<file path="src/rtl/rv_instr_encoder.sv">
// Packs symbolic RV32I operations into 32-bit instruction words behind a 2-entry output buffer.
// Define RV_ENC_IMM_CHECK_EN to make out-of-range immediates illegal instead of truncating them.
module rv_instr_encoder #(
    parameter logic [31:0] PC_RESET = 32'h0000_0000,
    parameter logic [31:0] PC_STEP  = 32'd4
) (
    input  logic        clk,
    input  logic        reset,
    input  logic        in_valid,
    output logic        in_ready,
    input  logic [5:0]  in_op,
    input  logic [4:0]  in_rd,
    input  logic [4:0]  in_rs1,
    input  logic [4:0]  in_rs2,
    input  logic [31:0] in_imm,
    output logic        out_valid,
    input  logic        out_ready,
    output logic [31:0] out_instr,
    output logic [31:0] out_pc,
    output logic        err,
    output logic [7:0]  err_cnt
);

    typedef enum logic [5:0] {
        OP_ADD, OP_SUB, OP_XOR, OP_OR, OP_AND, OP_SLL, OP_SRL, OP_SRA, OP_SLT, OP_SLTU,
        OP_ADDI, OP_XORI, OP_ORI, OP_ANDI, OP_SLLI, OP_SRLI, OP_SRAI, OP_SLTI, OP_SLTIU,
        OP_LB, OP_LH, OP_LW, OP_LBU, OP_LHU,
        OP_SB, OP_SH, OP_SW,
        OP_BEQ, OP_BNE, OP_BLT, OP_BGE, OP_BLTU, OP_BGEU,
        OP_JAL, OP_JALR, OP_LUI, OP_AUIPC
    } op_e;

    typedef enum logic [1:0] {EMPTY, ONE, TWO} buf_state_e;

    buf_state_e  state, state_next;
    logic [31:0] head_instr, head_pc, tail_instr, tail_pc, next_pc;
    logic [31:0] enc_word;
    logic [2:0]  funct3;
    logic [6:0]  funct7;
    logic        is_shift_imm, op_bad, imm_bad, illegal;
    logic        accept, push, pop;

    // in_ready depends only on the registered buffer state, never on out_ready.
    assign in_ready     = (state != TWO);
    assign out_valid    = (state != EMPTY);
    assign out_instr    = head_instr;
    assign out_pc       = head_pc;
    assign accept       = in_valid && in_ready;
    assign illegal      = op_bad || imm_bad;
    assign push         = accept && !illegal;
    assign pop          = out_valid && out_ready;
    assign is_shift_imm = (in_op == OP_SLLI) || (in_op == OP_SRLI) || (in_op == OP_SRAI);
    assign funct7       = (in_op == OP_SUB || in_op == OP_SRA || in_op == OP_SRAI) ? 7'b0100000 : 7'b0000000;

    always_comb begin
        funct3 = 3'b000;
        case (in_op)
            OP_SLL, OP_SLLI, OP_LH, OP_SH, OP_BNE:               funct3 = 3'b001;
            OP_SLT, OP_SLTI, OP_LW, OP_SW:                       funct3 = 3'b010;
            OP_SLTU, OP_SLTIU:                                   funct3 = 3'b011;
            OP_XOR, OP_XORI, OP_LBU, OP_BLT:                     funct3 = 3'b100;
            OP_SRL, OP_SRA, OP_SRLI, OP_SRAI, OP_LHU, OP_BGE:    funct3 = 3'b101;
            OP_OR, OP_ORI, OP_BLTU:                              funct3 = 3'b110;
            OP_AND, OP_ANDI, OP_BGEU:                            funct3 = 3'b111;
            default:                                             funct3 = 3'b000;
        endcase
    end

    // Op numbering groups each instruction format into a contiguous range.
    always_comb begin
        enc_word = 32'h0;
        op_bad   = 1'b0;
        if (in_op <= OP_SLTU)
            enc_word = {funct7, in_rs2, in_rs1, funct3, in_rd, 7'b0110011};
        else if (is_shift_imm)
            enc_word = {funct7, in_imm[4:0], in_rs1, funct3, in_rd, 7'b0010011};
        else if (in_op <= OP_SLTIU)
            enc_word = {in_imm[11:0], in_rs1, funct3, in_rd, 7'b0010011};
        else if (in_op <= OP_LHU)
            enc_word = {in_imm[11:0], in_rs1, funct3, in_rd, 7'b0000011};
        else if (in_op <= OP_SW)
            enc_word = {in_imm[11:5], in_rs2, in_rs1, funct3, in_imm[4:0], 7'b0100011};
        else if (in_op <= OP_BGEU)
            enc_word = {in_imm[12], in_imm[10:5], in_rs2, in_rs1, funct3,
                        in_imm[4:1], in_imm[11], 7'b1100011};
        else begin
            case (in_op)
                OP_JAL:   enc_word = {in_imm[20], in_imm[10:1], in_imm[11], in_imm[19:12],
                                      in_rd, 7'b1101111};
                OP_JALR:  enc_word = {in_imm[11:0], in_rs1, 3'b000, in_rd, 7'b1100111};
                OP_LUI:   enc_word = {in_imm[31:12], in_rd, 7'b0110111};
                OP_AUIPC: enc_word = {in_imm[31:12], in_rd, 7'b0010111};
                default:  op_bad   = 1'b1;
            endcase
        end
    end

`ifdef RV_ENC_IMM_CHECK_EN
    logic signed [31:0] imm_s;
    assign imm_s = in_imm;

    always_comb begin
        imm_bad = 1'b0;
        if (in_op <= OP_SLTU)
            imm_bad = 1'b0;
        else if (is_shift_imm)
            imm_bad = (in_imm > 32'd31);
        else if (in_op <= OP_SW || in_op == OP_JALR)
            imm_bad = (imm_s < -32'sd2048) || (imm_s > 32'sd2047);
        else if (in_op <= OP_BGEU)
            imm_bad = in_imm[0] || (imm_s < -32'sd4096) || (imm_s > 32'sd4094);
        else if (in_op == OP_JAL)
            imm_bad = in_imm[0] || (imm_s < -32'sd1048576) || (imm_s > 32'sd1048574);
        else if (in_op == OP_LUI || in_op == OP_AUIPC)
            imm_bad = (in_imm[11:0] != 12'h000);
    end
`else
    assign imm_bad = 1'b0;
`endif

    always_ff @(posedge clk) begin
        if (reset) state <= EMPTY;
        else       state <= state_next;
    end

    always_comb begin
        state_next = state;
        case (state)
            EMPTY:   if (push) state_next = ONE;
            ONE: begin
                if (push && !pop)      state_next = TWO;
                else if (!push && pop) state_next = EMPTY;
            end
            TWO:     if (pop) state_next = ONE;
            default: state_next = EMPTY;
        endcase
    end

    // A push into ONE with a simultaneous pop replaces the head directly.
    always_ff @(posedge clk) begin
        if (reset) begin
            head_instr <= 32'h0;
            head_pc    <= 32'h0;
            tail_instr <= 32'h0;
            tail_pc    <= 32'h0;
            next_pc    <= PC_RESET;
            err        <= 1'b0;
            err_cnt    <= 8'h00;
        end else begin
            err <= accept && illegal;
            if (accept && illegal && err_cnt != 8'hFF)
                err_cnt <= err_cnt + 8'd1;
            if (push)
                next_pc <= next_pc + PC_STEP;
            case (state)
                EMPTY: if (push) begin
                    head_instr <= enc_word;
                    head_pc    <= next_pc;
                end
                ONE: begin
                    if (push && pop) begin
                        head_instr <= enc_word;
                        head_pc    <= next_pc;
                    end else if (push) begin
                        tail_instr <= enc_word;
                        tail_pc    <= next_pc;
                    end
                end
                TWO: if (pop) begin
                    head_instr <= tail_instr;
                    head_pc    <= tail_pc;
                end
                default: ;
            endcase
        end
    end

endmodule

</file>
<file path="config.mk">
export PLATFORM = sky130hd
export DESIGN_NAME = rv_instr_encoder
export DESIGN_NICKNAME = d
export VERILOG_FILES = /design/src/rtl/rv_instr_encoder.sv
export SDC_FILE = /design/constraint.sdc
export NUM_CORES = 1
export LEC_CHECK = 0
export ABC_CLOCK_PERIOD_IN_PS = 4500
export CAP_MARGIN = 20
export CORE_MARGIN = 10
export CORE_UTILIZATION = 58
export DETAILED_ROUTE_END_ITERATION = 6
export HOLD_SLACK_MARGIN = 0.12
export PLACE_DENSITY = 0.94
export SYNTH_ARGS = -nofsm -noshare
export SYNTH_HDL_FRONTEND = slang
export SYNTH_SLANG_ARGS = --single-unit
</file>
<file path="constraint.sdc">
create_clock -name clk -period 4.5 [get_ports clk]
set_clock_uncertainty 0.2 [all_clocks]
set_input_delay 0.9 -clock clk [delete_from_list [all_inputs] [get_ports clk]]
set_output_delay 0.9 -clock clk [all_outputs]
set_load 0.005 [all_outputs]
</file>
# Yosys cells after proc, flatten, opt, wreduce, memory -nomap -nowiden
# Memory sizes are Yosys's and may differ from the RTL's.
# Cells that the tools add are included.
dict set report classes {
  add_sub_neg 2
  order_cmp 5
  n_eq_ne 17
  muxes 28
  n_bitwise 1
  n_reduce_logical 22
}
# cell n
set ops {}
lappend ops {{32-bit 2-to-1 mux} 12}
lappend ops {{32-bit case mux with 3 select lines} 2}
lappend ops {{32-bit case mux with 4 select lines} 1}
lappend ops {{32-bit by 3-bit adder with 32-bit output, second input constant} 1}
lappend ops {{6-bit equality test, second input constant} 4}
lappend ops {{6-bit by 5-bit <= comparator with 1-bit output, second input constant} 3}
lappend ops {{6-bit by 4-bit equality test with 1-bit output, second input constant} 2}
lappend ops {{8-bit by 1-bit adder with 8-bit output, second input constant} 1}
lappend ops {{1-bit logical AND} 8}
lappend ops {{2-bit 2-to-1 mux} 4}
lappend ops {{2-bit != test, second input constant} 4}
lappend ops {{8-bit != test, second input constant} 1}
lappend ops {{1-bit 2-to-1 mux} 7}
lappend ops {{6-bit by 1-bit equality test with 1-bit output, second input constant} 1}
lappend ops {{6-bit by 3-bit equality test with 1-bit output, second input constant} 1}
lappend ops {{6-bit by 5-bit equality test with 1-bit output, second input constant} 1}
lappend ops {{6-bit by 4-bit <= comparator with 1-bit output, second input constant} 1}
lappend ops {{6-bit <= comparator, second input constant} 1}
lappend ops {{6-bit 2-to-1 mux} 1}
lappend ops {{2-bit case mux with 3 select lines} 1}
lappend ops {{3-bit AND reduction} 2}
lappend ops {{1-bit logical OR} 4}
lappend ops {{4-bit AND reduction} 1}
lappend ops {{4-bit OR reduction} 1}
lappend ops {{8 further kinds} 10}
dict set report totals {
  register_bits 171
  rom_bits 192
  in_bits 57
  out_inout_bits 75
  elab_cells 84
  n_memories 1
}
# memory depth word_bits rd rd_clocked_by_memory_dff wr line_no
set mem_list {}
lappend mem_list {{(no name shown)} 64 3 1 0 0 57} ;# case (in_op)

# Depth between registers and ports, before layout
# Gate-level depths: netlist (run 1).
dict set report depth {
  word_depth 16
  mapped_depth 12
  depth_no_buf 10
}

# Worst setup path before layout (run 1)
# Ideal clock, no wire load.
dict set report synth_timing {
  path_kind {input-to-reg}
  start {in in_op[0]}
  end {reg head_instr[10], in the netlist out_instr[10]}
  setup_ns 0.070
  arrival_time_ns 3.122
  path_slack_ns 1.108
  cell_stages 12
  path_buffers 2
  cell_sequence {inv_1 ha_1 or2_2 a22oi_2 a21oi_1 ha_1 a22oi_1 nor2b_1 buf_2 buf_2 nand2_1 a21oi_1}
}
dict set report synth_via {
  elab_chain_len 14
  elab_cells_between_ends 38
}
# item line_no
set synth_lines {}
lappend synth_lines {{from (decl)} 11} ;# input logic [5:0] in_op,
lappend synth_lines {{6-bit equality test} 87} ;# case (in_op)
lappend synth_lines {{4-bit OR reduction (no source line)} n/a}
lappend synth_lines {{1-bit 2-to-1 mux} 87}
lappend synth_lines {{1-bit 2-to-1 mux} 83} ;# else if (in_op <= OP_BGEU)
lappend synth_lines {{1-bit 2-to-1 mux} 81} ;# else if (in_op <= OP_SW)
lappend synth_lines {{1-bit 2-to-1 mux} 79} ;# else if (in_op <= OP_LHU)
lappend synth_lines {{1-bit 2-to-1 mux} 77} ;# else if (in_op <= OP_SLTIU)
lappend synth_lines {{1-bit 2-to-1 mux} 75} ;# else if (is_shift_imm)
lappend synth_lines {{1-bit 2-to-1 mux *} 73} ;# if (in_op <= OP_SLTU)
lappend synth_lines {{1-bit logical NOT *} 50} ;# assign push = accept && !illegal;
lappend synth_lines {{1-bit logical AND *} 50}
lappend synth_lines {{named net push} 41} ;# logic accept, push, pop;
lappend synth_lines {{1-bit logical AND} 161} ;# if (push && pop) begin
lappend synth_lines {{2-bit != test (no source line)} n/a}
lappend synth_lines {{4-bit AND reduction (no source line) *} n/a}
lappend synth_lines {{to (signal assigned)} 157} ;# head_instr <= enc_word;
lappend synth_lines {{to (signal assigned)} 162} ;# head_instr <= enc_word;
lappend synth_lines {{to (signal assigned)} 170} ;# head_instr <= tail_instr;
lappend synth_lines {{to (decl)} 36} ;# logic [31:0] head_instr, head_pc, tail_instr, tail_pc, next_pc;
# Mark *: on every way through the listed nets, which the timed path passes. The rest lies on a longest branch. The select of a mux whose other input is x is not followed.
# A chain may end at the register's enable or synchronous reset.

# Final worst setup path (run 1)
dict set report layout_timing {
  start {in in_op[1]}
  end {reg tail_instr[18]}
}
dict set report layout_via {
  elab_chain_len 14
  elab_cells_between_ends 34
}
# item line_no
set layout_lines {}
lappend layout_lines {{6-bit equality test} 87}
lappend layout_lines {{4-bit OR reduction (no source line)} n/a}
lappend layout_lines {{1-bit 2-to-1 mux} 87}
lappend layout_lines {{1-bit 2-to-1 mux} 83}
lappend layout_lines {{1-bit 2-to-1 mux} 81}
lappend layout_lines {{1-bit 2-to-1 mux} 79}
lappend layout_lines {{1-bit 2-to-1 mux} 77}
lappend layout_lines {{1-bit 2-to-1 mux} 75}
lappend layout_lines {{1-bit 2-to-1 mux *} 73}
lappend layout_lines {{1-bit logical NOT *} 50}
lappend layout_lines {{1-bit logical AND *} 50}
lappend layout_lines {{named net push} 41}
lappend layout_lines {{1-bit logical AND} 161}
lappend layout_lines {{1-bit inverter (no source line)} n/a}
lappend layout_lines {{3-bit AND reduction (no source line) *} n/a}
lappend layout_lines {{to (signal assigned)} 165} ;# tail_instr <= enc_word;
lappend layout_lines {{to (decl)} 36}
# Mark *: on every way through the listed nets, which the timed path passes. The rest lies on a longest branch.

==> results.md, run 1 <==
- HPWL Detailed: 15,540 um
- Drc violations: 0
- Hold Path Origin: out_instr[27]
- Antenna cells: 0
- Register-to-register path setup slack: 1.60 ns
- Hold Crit Class: register to register
- # resized after CTS: 0
- Max-slew violations: 0
- Die area: 18,420 um^2
- Core Util, Final: 74.66%
- Worst hold endpoint: out_instr[27]
- Worst setup EP type: register
- Mux contribution to synthesized area: 1.224%
- Sequential element share of the synthesized area: 42.00%
- Routed Wire Length: 23,860 um
- Post-synthesis compound-gate area fraction: 22.00%
- Power Density: 357.7 nW/um^2
- Routed length per instance: 18.92 um
- Slew margin rel.: 42.46%
- CP Max Fanout: 53
- # hold bufs at CTS: 0
- Post-synthesis xor/xnor area fraction: 3.269%
- Final worst-path cycle share: 84.72%
- Post-synth ARST share: 0%
- LEAKAGE: 0.003323 uW
- Clock insertion delay at the later pin of the skew report: 0.43 ns
- DRT iter0 DRCs: 1,012
- Clk sinks: 163
- Simple-gate share of the synthesized area: 24.45%
- Share of the synthesized area in the top cell type: 42.00%
- Finish-stage setup viols: 0
- Num CTS Buffers: 17
- First-pass GRT wire length: 37,740 um
- Clock tree buffer depth: 2
- Ys flop type: dfxtp_1
- Initial Util: 58.90%
- Synth top area cells: dfxtp_1 (42%), nand2_1 (8.8%), nor2_1 (5.7%)
- Req. time, crit path: 4.63 ns
- CTS tree: done
- Vias in the first global route: 7,432
- Fmax: 0.2623 GHz
- Max Cap Violations: 0
- Worst-Margin Slew: 0.8632 ns
- Layout cell share with drive strength beyond 1: 9.401%
- Die width: 135.7 um
- Tot Pwr: 3522 uW
- # nets final: 1,138
- Unrepaired setup endpoints after global routing: no
- # port buffers: 129
- Status: completed
- VDD IR max: 0.2395 mV
- Worst path arrival time: 3.94 ns
- Number of synthesized flops with an enable pin: 0
- Synth-to-layout area growth: 26.77%
- Min Hold Slack: 0.2546 ns
- Clk slew on worst S/H paths: 0.06 ns
- Rows: 42
- GR Util All Layers: 25.17%
- Via Count: 7,850
- Chip height: 135.7 um
- Sequential cell area: 3263 um^2
- # IOs: 132
- Min cycle time layout: 3.812 ns
- Fin. Hold Viols: 0
- Placer Congestion: 0.9747
- ANT nets after route: 0
- Yosys warnings: 0
- Total setup buffers inserted after CTS: 0
- Biggest area consumer among synthesized cells: dfxtp_1
- Worst reg2reg path startpoint: state[0]
- Pre-Repair DR Iteration Count: 6
- Netlist cell types: 70
- H-tree depth: 4
- Core Region: 13,190 um^2
- Synth Area in Adders: 1.450%
- Worst R2R End: next_pc[22]
- WS Path Type: input port to register
- Syn Inst Count: 969
- Synthesized area: 7769 um^2
- R2r worst-path depth: 8
- Fillers: 873
- Setup TNS: 0 ns
- Multi-input gate area: 4094 um^2
- Initial antenna violation count: 0
- CP Launch Type: input port
- Root buf cell: clkbuf_16
- Largest net degree at the start of global routing: 78
- Vias per cell: 6.225
- Largest family of logic cells by synthesized area: simple AND/OR/NAND/NOR gates
- Congestion Overflow GR: 0
- #FFs+latches synth: 163
- Syn avg cell area: 8.017 um^2
- Worst Hold Depth: 2
## metal layers
| layer | part of all wire, % | global-route usage, % | vias to the layer above |
|---|---|---|---|
| met3 | 9.7 | 6.565 | 78 |
| met1 | 39 | 31.00 | 3701 |
| met5 | 0 | 0 | - |
| met4 | 3.7 | 11.78 | 0 |
| li1 | - | - | 3628 |
| met2 | 47 | 40.17 | 443 |
## registers in the layout, indices dropped and copies added (netlist names)
name        count
tail_instr     31
next_pc        30
err_cnt         8
out_pc         30
tail_pc        30
state           2
err             1
out_instr      31
## synth_stat cells (3+ instances only)
library cell    n
nand2_1       182
dfxtp_1       163
nor2_1        119
a21oi_1        80
clkbuf_1       52
a311oi_1       31
nor3_1         23
o211ai_1       23
xnor2_1        23
nand3_1        22
inv_1          21
a211oi_1       20
o21ai_0        19
a221oi_1       13
buf_2          12
nor3_2         12
ha_1            9
or3_1           9
a31oi_1         8
a32oi_1         8
buf_4           8
a211o_1         7
and2_1          6
nor2b_1         6
nor4_1          6
xor2_1          6
a221o_1         5
and3_1          5
mux2i_1         5
nand4_1         5
a21o_1          4
or2_2           4
buf_1           3
nor4_2          3
o41ai_1         3
## kinds of logic (layout without fill, tap and decap cells)
group,count (synthesis),after routing
flip-flops,163,163
AND/OR/NAND/NOR,415,415
buffers and inverters,99,214
AO/OA/AOI/OAI,245,245
other,1,2
adder cells (fa/ha/maj),9,9
XOR/XNOR,29,29
multiplexers,8,8
## per-stage QoR
step / cell area [um^2] / std cells / setup WS (ns)
finish: 9848 / 1261 / 0.6876
global placement: 9206 / 1229 / 0.4844
global route: 9848 / 1261 / 0.4584
floorplan: 7772 / 970 / 1.108
detailed placement: 9206 / 1229 / 0.3214
CTS: 9848 / 1261 / 0.7460
## final cells by class
| type | instances | area share, % |
|---|---|---|
| clock buffer | 18 | 4.459 |
| tap | 176 | 2.236 |
| timing repair buffer | 160 | 15.70 |
| multi-input combinational | 708 | 41.57 |
| inverter | 22 | 0.8385 |
| clock inverter | 14 | 2.058 |
| sequential | 163 | 33.13 |
## where the power goes
group          internal [uW]  switching [uW]  total [uW]
Clock                    951             612        1560
Combinational            206             229         435
Sequential              1490            31.7        1520
## how the worst max path moves through the flow
stage,start,end,slack (ns)
after detailed placement,in_op[1],tail_instr[18],0.32
after global placement,in_op[1],out_instr[21],0.48
after global routing,in_op[1],tail_instr[18],0.46
final,in_op[1],tail_instr[18],0.69
after floorplan,in_op[0],out_instr[10],1.11
after CTS,in_op[1],tail_instr[18],0.75
## placed cells by master (no fill, tap or decap), types with 8 or more instances in the layout
master | netlist | layout
nor2_1 | 119 | 119
nor3_2 | 12 | 12
a211oi_1 | 20 | 20
xnor2_1 | 23 | 23
a221oi_1 | 13 | 13
a31oi_1 | 8 | 8
a21oi_1 | 80 | 80
nor3_1 | 23 | 23
inv_1 | 21 | 21
nand2_1 | 182 | 181
a32oi_1 | 8 | 8
clkbuf_16 | 0 | 17
clkdlybuf4s50_1 | 0 | 128
buf_4 | 8 | 30
o21ai_0 | 19 | 19
nand3_1 | 22 | 22
a311oi_1 | 31 | 31
or3_1 | 9 | 9
dfxtp_1 | 163 | 163
o211ai_1 | 23 | 23
ha_1 | 9 | 9
## worst max-delay path: stages
cell and delay [ns]:
clkdlybuf4s50_1 0.42, inv_1 0.15, ha_1 0.32, mux2_2 0.26, a22oi_2 0.13, a21oi_1 0.26
buf_4 0.19, ha_1 0.18, and2_2 0.46, buf_12 0.30, nor2_1 0.08, a211oi_1 0.26
Power figures use the tool's default switching activity.
==> inputs of run 2 (changes only) <==
- ABC_CLOCK_PERIOD_IN_PS: 4500 -> 3550
- CORE_UTILIZATION: 58 -> 53
- PLACE_DENSITY: 0.94 -> 0.88
- clock period: 4.5 -> 3.55 ns (I/O delays scaled with it)
==> run 2 against run 1 <==
Combinational power is 34% higher. Cell area is 2.5% higher. Sequential share of layout area decreased by 0.79 points. Critical endpoint is now out_instr[12]. Non-clock buffer count rose by 32. Critical path depth increased by 1. First-iteration DRC count fell by 26%. Worst hold slack barely moved. Routed wire length decreased by 4.1%.
==> results.md, run 2 (same netlist as run 1, synthesis figures left out) <==
- Status: completed (unchanged)
- HPWL Detailed: 16,050 um (was 15,540 um)
- GR Util All Layers: 22.85% (was 25.17%)
- Clk slew on worst S/H paths: 0.06 ns (about the same)
- Chip height: 141.1 um (was 135.7 um)
- Buffers and inverters on the worst path: 4 (unchanged)
- Max Cap Violations: 0 (unchanged)
- Num CTS Buffers: 17 (unchanged)
- DRT iter0 DRCs: 748 (was 1,012)
- # nets final: 1,170 (was 1,138)
- Die width: 141.1 um (was 135.7 um)
- Dpl ws: -0.09341 ns (was 0.3214 ns)
- Largest net degree at the start of global routing: 79 (was 78)
- Critical-path cell list: clkdlybuf4s50_1 -> buf_4 -> ha_1 -> mux2_2 -> a22oi_2 -> a21oi_1 -> ha_1 -> a22oi_1 -> nor2b_2 -> buf_12 -> buf_4 -> nand2_1 -> a21oi_1 (was clkdlybuf4s50_1 -> inv_1 -> ha_1 -> mux2_2 -> a22oi_2 -> a21oi_1 -> buf_4 -> ha_1 -> and2_2 -> buf_12 -> nor2_1 -> a211oi_1)
- Core Util, Final: 69.95% (was 74.66%)
- Req. time, crit path: 3.71 ns (was 4.63 ns)
- Clock tree buffer depth: 2 (unchanged)
- Setup TNS: 0 ns (unchanged)
- Via Count: 7,760 (was 7,850)
- CP Launch Type: input port (unchanged)
- CP top delay family: buffers and inverters (unchanged)
- CTS tree: done (unchanged)
- Hold Path Origin: tail_pc[10] (was out_instr[27])
- # IOs: 132 (unchanged)
- Routed Wire Length: 22,890 um (was 23,860 um)
- Initial antenna violation count: 0 (unchanged)
- CP Max Fanout: 15 (was 53)
- Rows: 44 (was 42)
- Crit path launch: in_op[0] (was in_op[1])
- # resized after CTS: 0 (unchanged)
- Placed cells: 1,269 (was 1,229)
- Finish-stage setup viols: 0 (unchanged)
- Most frequent cells in the layout: nand2_1 (181), dfxtp_1 (163), clkdlybuf4s50_1 (128), nor2_1 (119), a21oi_1 (80) (unchanged)
- Hold Crit Class: register to register (unchanged)
- VDD IR max: 0.3310 mV (was 0.2395 mV)
- Power Density: 426.4 nW/um^2 (was 357.7 nW/um^2)
- # port buffers: 129 (unchanged)
- Vias per cell: 5.974 (was 6.225)
- Placer Congestion: 0.9852 (was 0.9747)
- Non-Filler Instances: 1,299 (was 1,261)
- Die area: 19,900 um^2 (was 18,420 um^2)
- CP peak stage delay: 0.42 ns (was 0.46 ns)
- Routed length per instance: 17.62 um (was 18.92 um)
- LEAKAGE: 0.003477 uW (was 0.003323 uW)
- # hold bufs at CTS: 0 (unchanged)
- Clock insertion delay at the later pin of the skew report: 0.43 ns (about the same)
- Min cycle time layout: 3.223 ns
- Synth-to-layout area growth: 29.88% (was 26.77%)
- Final worst-path cycle share: 90.79%
- Worst setup EP type: register (unchanged)
- Drc violations: 0 (unchanged)
- WS Path Type: input port to register (unchanged)
- PnR worst setup slack: 0.3270 ns (was 0.6876 ns)
- Pre-Repair DR Iteration Count: 7 (was 6)
- Initial Util: 53.86% (was 58.90%)
- Fmax: 0.3103 GHz
- Unrepaired setup endpoints after global routing: no (unchanged)
- Worst-Margin Slew: 0.8111 ns (was 0.8632 ns)
- First-pass GRT wire length: 37,870 um (was 37,740 um)
- Max-slew violations: 0 (unchanged)
- Congestion Overflow GR: 0 (unchanged)
- ANT nets after route: 0 (unchanged)
- Vias in the first global route: 7,532 (was 7,432)
- Worst reg2reg path startpoint: state[0] (unchanged)
- Fin. Hold Viols: 0 (unchanged)
- H-tree depth: 4 (unchanged)
- Core Region: 14,420 um^2 (was 13,190 um^2)
- Root buf cell: clkbuf_16 (unchanged)
- Worst path arrival time: 3.38 ns (was 3.94 ns)
- Antenna cells: 0 (unchanged)
- Slew margin rel.: 45.93% (was 42.46%)
- Layout cell share with drive strength beyond 1: 11.66% (was 9.401%)
- Total setup buffers inserted after CTS: 0 (unchanged)
- CP max-delay cell: clkdlybuf4s50_1 (was and2_2)
- Commonest non-fill, non-tap cell in the layout: nand2_1 (unchanged)
- Clk sinks: 163 (unchanged)
- Fillers: 1,119 (was 873)
run 2: cell count changes in the layout (fill, tap and decap cells not counted):
cell	before	now
buf_4	30	57
clkbuf_1	0	2
buf_12	2	7
clkbuf_8	1	5
inv_8	1	0
clkinvlp_4	3	1
bufinv_16	4	1
clkinv_4	4	1
inv_6	1	2
run 2: tightest hold or removal path, delay by kind of cell, from the launching register on:
family             cells  cell delay, ns
DFF                    1            0.31
and+or+nand+nor        1            0.05
AOI/OAI and AO/OA      1            0.05
run 2: layout make-up:
cell class	instances	area [um^2]	area share, %
well taps	184	230.2	2.282
repair buffers	192	1849	18.33
clock buffers	24	501.7	4.973
inverters	22	82.58	0.8185
multi-input cells	708	4094	40.58
clock inverters	6	68.82	0.6820
flip-flops and latches	163	3263	32.34
run 2: per-stage QoR:
stage	hold slack, ns	cell area [um^2]	total power [uW]
final	0.2547	10090	4303
after global routing	0.2728	10090	4472
after CTS	0.2545	10090	4306
after detailed placement	0.2464	9519	2547
after global placement	0.2406	9519	2534
after floorplan	0.2323	7772	2246
run 2: worst paths after layout:
check / slack, ns / endpoint / cells past startpoint
worst max-delay path: 0.33 / out_instr[12] / 13
worst min-delay path: 0.25 / tail_pc[10] / 2
worst max register to register: 0.77 / tail_instr[1] / 10
worst min register to register: 0.25 / tail_pc[10] / 2
run 2: power by group:
group / switching [uW] / leakage [uW] / internal, uW / total (uW)
Combinational: 292 / 0.00188 / 291 / 583
Clock: 731 / 0.000279 / 1050 / 1790
Sequential: 41.1 / 0.00132 / 1890 / 1930
Total: 1060 / 0.00348 / 3240 / 4300
run 2: routing by layer:
layer	wire length, um	up-vias	global-route usage, %
met5	0	-	0
met4	453	0	7.228
met3	1640	53	5.643
met2	11310	307	37.85
met1	9486	3704	28.40
li1	-	3696	-
